File: config.mk
export PLATFORM = sky130hd
export DESIGN_NAME = intc_nested
export DESIGN_NICKNAME = d
export VERILOG_FILES = /design/src/rtl/intc_nested.sv
export SDC_FILE = /design/constraint.sdc
export NUM_CORES = 1
export LEC_CHECK = 0
export ABC_CLOCK_PERIOD_IN_PS = 3170
export CORE_UTILIZATION = 35
export CTS_BUF_LIST = sky130_fd_sc_hd__clkbuf_8
export DETAILED_ROUTE_END_ITERATION = 6
export GPL_ROUTABILITY_DRIVEN = 0
export SLEW_MARGIN = 20
export SYNTH_ARGS = -nofsm -noshare
export SYNTH_HDL_FRONTEND = slang
export SYNTH_SLANG_ARGS = --single-unit
File: constraint.sdc
create_clock -name clk -period 3.17 [get_ports clk]
set_input_delay 0.317 -clock clk [delete_from_list [all_inputs] [get_ports clk]]
set_output_delay 0.317 -clock clk [all_outputs]
set_load 0.1 [all_outputs]
File: src/rtl/intc_nested.sv
// Nested, prioritised interrupt controller with an EPC/level stack and a
// CP0-style register file (EPC, STATUS, PENDING, {sp, level}).
module intc_nested #(
  parameter int unsigned NCH          = 3,
  parameter int unsigned DEPTH        = 4,
  parameter logic [31:0] ENTRY_BASE   = 32'h0000_0cdc,
  parameter logic [31:0] ENTRY_STRIDE = 32'h0000_0031
) (
  input  logic                       clk,
  input  logic                       rst,
  input  logic [NCH-1:0]             irq,
  input  logic                       eret,
  input  logic [31:0]                npc,
  input  logic                       mtc0,
  input  logic                       mfc0,
  input  logic [1:0]                 c0_addr,
  input  logic [31:0]                c0_wdata,
  output logic [31:0]                c0_rdata,
  output logic                       interrupt,
  output logic [31:0]                entry,
  output logic [31:0]                epc,
  output logic [$clog2(NCH+1)-1:0]   level,
  output logic [NCH-1:0]             pending
);

  localparam int unsigned LW  = $clog2(NCH + 1);
  localparam int unsigned SPW = $clog2(DEPTH + 1);
  localparam int unsigned IW  = (DEPTH > 1) ? $clog2(DEPTH) : 1;
  localparam logic [SPW-1:0] SP_FULL = SPW'(DEPTH);

  localparam logic [1:0] C0_EPC     = 2'd0;
  localparam logic [1:0] C0_STATUS  = 2'd1;
  localparam logic [1:0] C0_PENDING = 2'd2;
  localparam logic [1:0] C0_STACK   = 2'd3;

  typedef struct packed {
    logic [31:0]   pc;
    logic [LW-1:0] lvl;
  } frame_t;

  // Architectural state
  logic [NCH-1:0] pend_q;
  logic [NCH-1:0] irq_q;
  logic [NCH-1:0] mask_q;
  logic           ie_q;
  logic [LW-1:0]  level_q;
  logic [SPW-1:0] sp_q;
  frame_t         stk_q [DEPTH];

  // Next-state values
  logic [NCH-1:0] pend_d;
  logic [NCH-1:0] mask_d;
  logic           ie_d;
  logic [LW-1:0]  level_d;
  logic [SPW-1:0] sp_d;
  logic           push;
  logic           pop;
  logic           epc_wr;
  logic [NCH-1:0] clr;

  // Arbitration and stack-top views
  logic [LW-1:0]  cand;
  logic           cand_vld;
  logic [LW-1:0]  cand_lvl;
  logic [NCH-1:0] rise;
  logic           stk_nonempty;
  logic [IW-1:0]  top_idx;
  logic [IW-1:0]  push_idx;
  frame_t         top;

  assign rise         = irq & ~irq_q;
  assign stk_nonempty = (sp_q != '0);
  assign top_idx      = stk_nonempty ? IW'(sp_q - SPW'(1)) : '0;
  assign push_idx     = IW'(sp_q);
  assign top          = stk_q[top_idx];

  // Highest-index pending, unmasked channel wins
  always_comb begin
    cand     = '0;
    cand_vld = 1'b0;
    for (int i = 0; i < NCH; i++) begin
      if (pend_q[i] && mask_q[i]) begin
        cand     = LW'(i);
        cand_vld = 1'b1;
      end
    end
  end

  assign cand_lvl = cand + LW'(1);

  // eret has priority over a take; a full stack or reset blocks any take
  assign interrupt = cand_vld & ie_q & (cand_lvl > level_q) & (sp_q < SP_FULL)
                   & ~eret & ~rst;

  assign epc   = stk_nonempty ? top.pc : '0;
  assign entry = interrupt ? (ENTRY_BASE + 32'(cand) * ENTRY_STRIDE)
               : (eret ? epc : '0);

  assign level   = level_q;
  assign pending = pend_q;

  always_comb begin
    pend_d  = pend_q;
    mask_d  = mask_q;
    ie_d    = ie_q;
    level_d = level_q;
    sp_d    = sp_q;
    push    = 1'b0;
    pop     = 1'b0;
    epc_wr  = 1'b0;
    clr     = '0;

    if (interrupt) begin
      push    = 1'b1;
      sp_d    = sp_q + SPW'(1);
      level_d = cand_lvl;
      clr     = NCH'(1) << cand;
    end else if (eret && stk_nonempty) begin
      pop     = 1'b1;
      sp_d    = sp_q - SPW'(1);
      level_d = top.lvl;
    end

    // A CP0 EPC write only lands when the stack is not moving this cycle
    if (mtc0) begin
      case (c0_addr)
        C0_EPC:     epc_wr = stk_nonempty & ~push & ~pop;
        C0_STATUS: begin
          ie_d   = c0_wdata[0];
          mask_d = c0_wdata[NCH:1];
        end
        C0_PENDING: clr = clr | c0_wdata[NCH-1:0];
        default: ;
      endcase
    end

    // A same-cycle rising edge beats any clear
    pend_d = (pend_q & ~clr) | rise;
  end

  always_comb begin
    c0_rdata = '0;
    if (mfc0) begin
      case (c0_addr)
        C0_EPC:     c0_rdata = epc;
        C0_STATUS:  c0_rdata = 32'({mask_q, ie_q});
        C0_PENDING: c0_rdata = 32'(pend_q);
        C0_STACK:   c0_rdata = {16'h0000, 8'(sp_q), 8'(level_q)};
        default:    c0_rdata = '0;
      endcase
    end
  end

  always_ff @(posedge clk) begin
    if (rst) begin
      pend_q  <= '0;
      irq_q   <= '0;
      mask_q  <= '1;
      ie_q    <= 1'b1;
      level_q <= '0;
      sp_q    <= '0;
      for (int i = 0; i < DEPTH; i++) begin
        stk_q[i] <= '0;
      end
    end else begin
      irq_q   <= irq;
      pend_q  <= pend_d;
      mask_q  <= mask_d;
      ie_q    <= ie_d;
      level_q <= level_d;
      sp_q    <= sp_d;
      if (push) begin
        stk_q[push_idx] <= {npc, level_q};
      end else if (epc_wr) begin
        stk_q[top_idx].pc <= c0_wdata;
      end
    end
  end

endmodule

==> metrics.md <==
| Metric | Value |
|---|---|
| First drt pass iteration count | 5 |
| Worst slew margin | 0.354 |
| Cell count after synthesis | 1016 |
| DR vias/cell | around 5.5 |
| Core area | 27000 um2 |
| Sw Share | 0.529 |
| Root Buffer | clkbuf_8 |
| Num rows | 60 |
| CTS Hold Bufs | 0 |
| Wire length per cell | between 20 and 25 um |
| VDD IR max | 1.00 mV |
| Critical Path RT | ~2900 ps |
| Die area | between 20000 and 30000 um2 |
| All-Layer GR Usage | 0.231 |
| Antenna cells | 0 |
| Leak | 5.44 nW |
| Final std cells w/o fill | 1566 |
| Ys Warns | 0 |
| Worst clock skew | 16.8 ps |
| CP Capture Type | primary output |
| Setup crit end | entry[4] |
| Max-slew violation count | 0 |
| Overflow left after global routing | 0 |
| Area grow syn2layout | 49.0% |
| Vias in the first global route | around 8500 |
| R2R depth | 10 |
| DP Cell Count | 1520 |
| Internal Power | 6.79 mW |
| Slew @ Worst Pin | just under 1000 ps |
| CP arrival | 2790 ps |
| Width of the die | between 150 and 200 um |
| End of the worst register-to-register path | stk_q[0][10] |
| Pwr dens | 999 nW/um2 |
| Syn_area_per_cell | 9.53 um2 |
| Max frequency | 322 MHz |
| EDFF count, synth | ~140 |
| Logic pwr share | 0.720 |
| Top post-synthesis cells by area | edfxtp_1, mux2i_1, nand2_1, mux2_2, nor2_1 |
| Vias | 8625 |
| Worst Hold Class | input port to flip-flop |
| Yosys cell types | 63 |
| Startpoint Class | flip-flop |
| Final ANT Viol Nets | 0 |
| Seq/Total Area, Yosys | 0.453 |
| Num CTS Buffers | 17 |
| Crit path launch | pending[1] |
| Clock slew seen by the registers of the worst setup and hold paths | roughly 90 ps |
| Filler instances | between 2000 and 2500 |
| I/O Pins | 176 |
| CP max FO | 5 |
| #FFs+latches synth | 151 |
| Post-synth top area cell | edfxtp_1 |
| Total wire length | 32700 um |
| Hold Vio Cnt, Final | 0 |
| Layout cells sized above 1 | 0.327 |
| # DRC | 0 |
| Post-synth design cell area | slightly below 10000 um2 |
| Worst-Skew Late Latency | ~470 ps |
| Flop pwr share | 0.170 |
| Ys async rst share | 0 |
| Nets@finish | 1290 |
| Max-Cap Viols | 0 |
| Final Cycle Share | 0.980 |
| Initial Util | 0.358 |
| HPWL after DPL | between 20000 and 25000 um |
| Initial antenna violation count | 0 |
| Switching pwr | 7.63 mW |
| Clock power frac | 0.109 |
| Synth Net Count | 1094 |
| Minimum clock period | 3110 ps |
| DR iter-0 viols | 651 |
| Largest net degree at the start of global routing | 72 |
| Status | finished, final reports clean |
| Die Ht | 168 um |
| CTS tree | done |
| Reg2reg setup slack | 370 ps |
| Top cell type's share of synthesized area | 0.422 |
| Port bufs | 175 |
| H-tree levels | 4 |
| Overall power | 14.4 mW |
| CP Class | flip-flop to primary output |
| Clock sinks | 151 |
| Ys flop type | edfxtp_1 |
| Reg-to-Reg Start | pending[1] |
| Worst-case clock buffer depth | 2 |
| Final-report setup violation count | 0 |
| Global-route wire length before repair | between 40000 and 50000 um |
power groups by stage:
stage / Clock, mW / Combinational [mW] / Sequential, mW
2_1_floorplan: 0 / 6.46 / 2.56
3_3_place_gp: 0 / 10.1 / 2.51
3_5_place_dp: 0 / 10.1 / 2.51
4_1_cts: 1.59 / 10.3 / 2.45
5_1_grt: 1.66 / 10.7 / 2.47
6_report: 1.57 / 10.4 / 2.46
what timing repair did:
action / 4_1_cts / 5_1_grt
setup buffers: 4 / 8
resized for setup: 16 / 11
setup endpoints to repair: 80 / 12
gates cloned: 0 / 2
pin swaps: 1 / 3
cell families after synthesis:
| logic type | synth area share |
|---|---|
| simple gates | 0.198 |
| flops | 0.453 |
| fa+ha+maj | 0.00517 |
| compound gates | 0.106 |
| mux | 0.186 |
| buf+inv | 0.0524 |
stage by stage:
stage                     area (um2)  worst slack (ps)  utilization  setup TNS, ps  hold WS, ps
after floorplan                10400              -316            -          -3960          436
after global placement         13800               341        0.510              0          449
after detailed placement       13800               323        0.510              0          450
after CTS                      14300              7.25        0.529              0          391
after global routing           14400             -45.9        0.534          -83.1          418
final                          14400              62.2        0.534              0          405
worst min path at each step:
| stage | slack, ps | startpoint | cells after the start | endpoint |
|---|---|---|---|---|
| after floorplan | 440 | irq_q[1] | 2 | pending[1] |
| after global placement | 450 | irq_q[1] | 2 | pending[1] |
| after global routing | 420 | irq[2] | 2 | irq_q[2] |
| after detailed placement | 450 | irq_q[0] | 2 | pending[0] |
| after CTS | 390 | rst | 3 | sp_q[2] |
| final | 410 | rst | 3 | sp_q[2] |
state kept, by name, summed over array words and instances (netlist names):
| name | cells |
|---|---|
| ie_q | 1 |
| irq_q | 3 |
| level | 2 |
| mask_q | 3 |
| pending | 3 |
| sp_q | 3 |
| stk_q | 136 |
layout make-up:
type	count	area, um2	share of cell area
Multi-Input combinational cell	767	5580	0.387
Tap cell	341	427	0.0296
Inverter	13	48.8	0.00338
Timing Repair Buffer	262	3570	0.247
Sequential cell	151	4400	0.305
Clock buffer	17	234	0.0162
Clock inverter	15	178	0.0123
metal layers:
layer,track usage,up-vias,wire length (um)
met1,0.301,4197,13500
met4,0.0858,0,681
met2,0.391,367,16300
met3,0.0310,51,2150
li1,-,4010,-
met5,0,-,0
cells in the final DEF, fill, tap and decap left out, drive strengths merged, types with 8 or more instances in the layout:
cell	count
nor2b	45
mux4	8
clkdlybuf4s50	75
o211ai	40
edfxtp	136
inv	16
nor3	11
mux2	29
buf	186
o21ai	66
nand2	277
nor2	82
clkbuf	18
mux2i	129
dfxtp	15
worst max-delay path: stages (launching register included):
cell	delay, ps
dfxtp_4	370
and2_4	180
nor2_2	120
inv_1	90
ha_4	280
nor2b_1	60
a41o_2	240
o211ai_1	360
buf_6	220
inv_2	90
o2bb2ai_4	130
buf_12	180
Yosys cell counts, types with 3 or more instances:
cell         n
a211oi_1     5
mux2i_1    129
nor3_1       9
nand2_1    277
o21ai_1     36
edfxtp_1   136
ha_1         4
nand3b_1     3
buf_2       19
nor2b_1     45
inv_1       11
dfxtp_1     15
o21ai_0     29
and2_1       4
o2bb2ai_1    3
a311o_1      3
buf_6       13
nor2_1      81
buf_4        5
mux2_2      29
o211ai_1    40
a21oi_1      4
mux4_2       8
a21boi_0     3
clkbuf_1    47
o22ai_1      6
o31ai_1      4
o311ai_0     3
nand3_1      5
nor4_1       3
No activity file was read; power rests on OpenSTA's default activity.
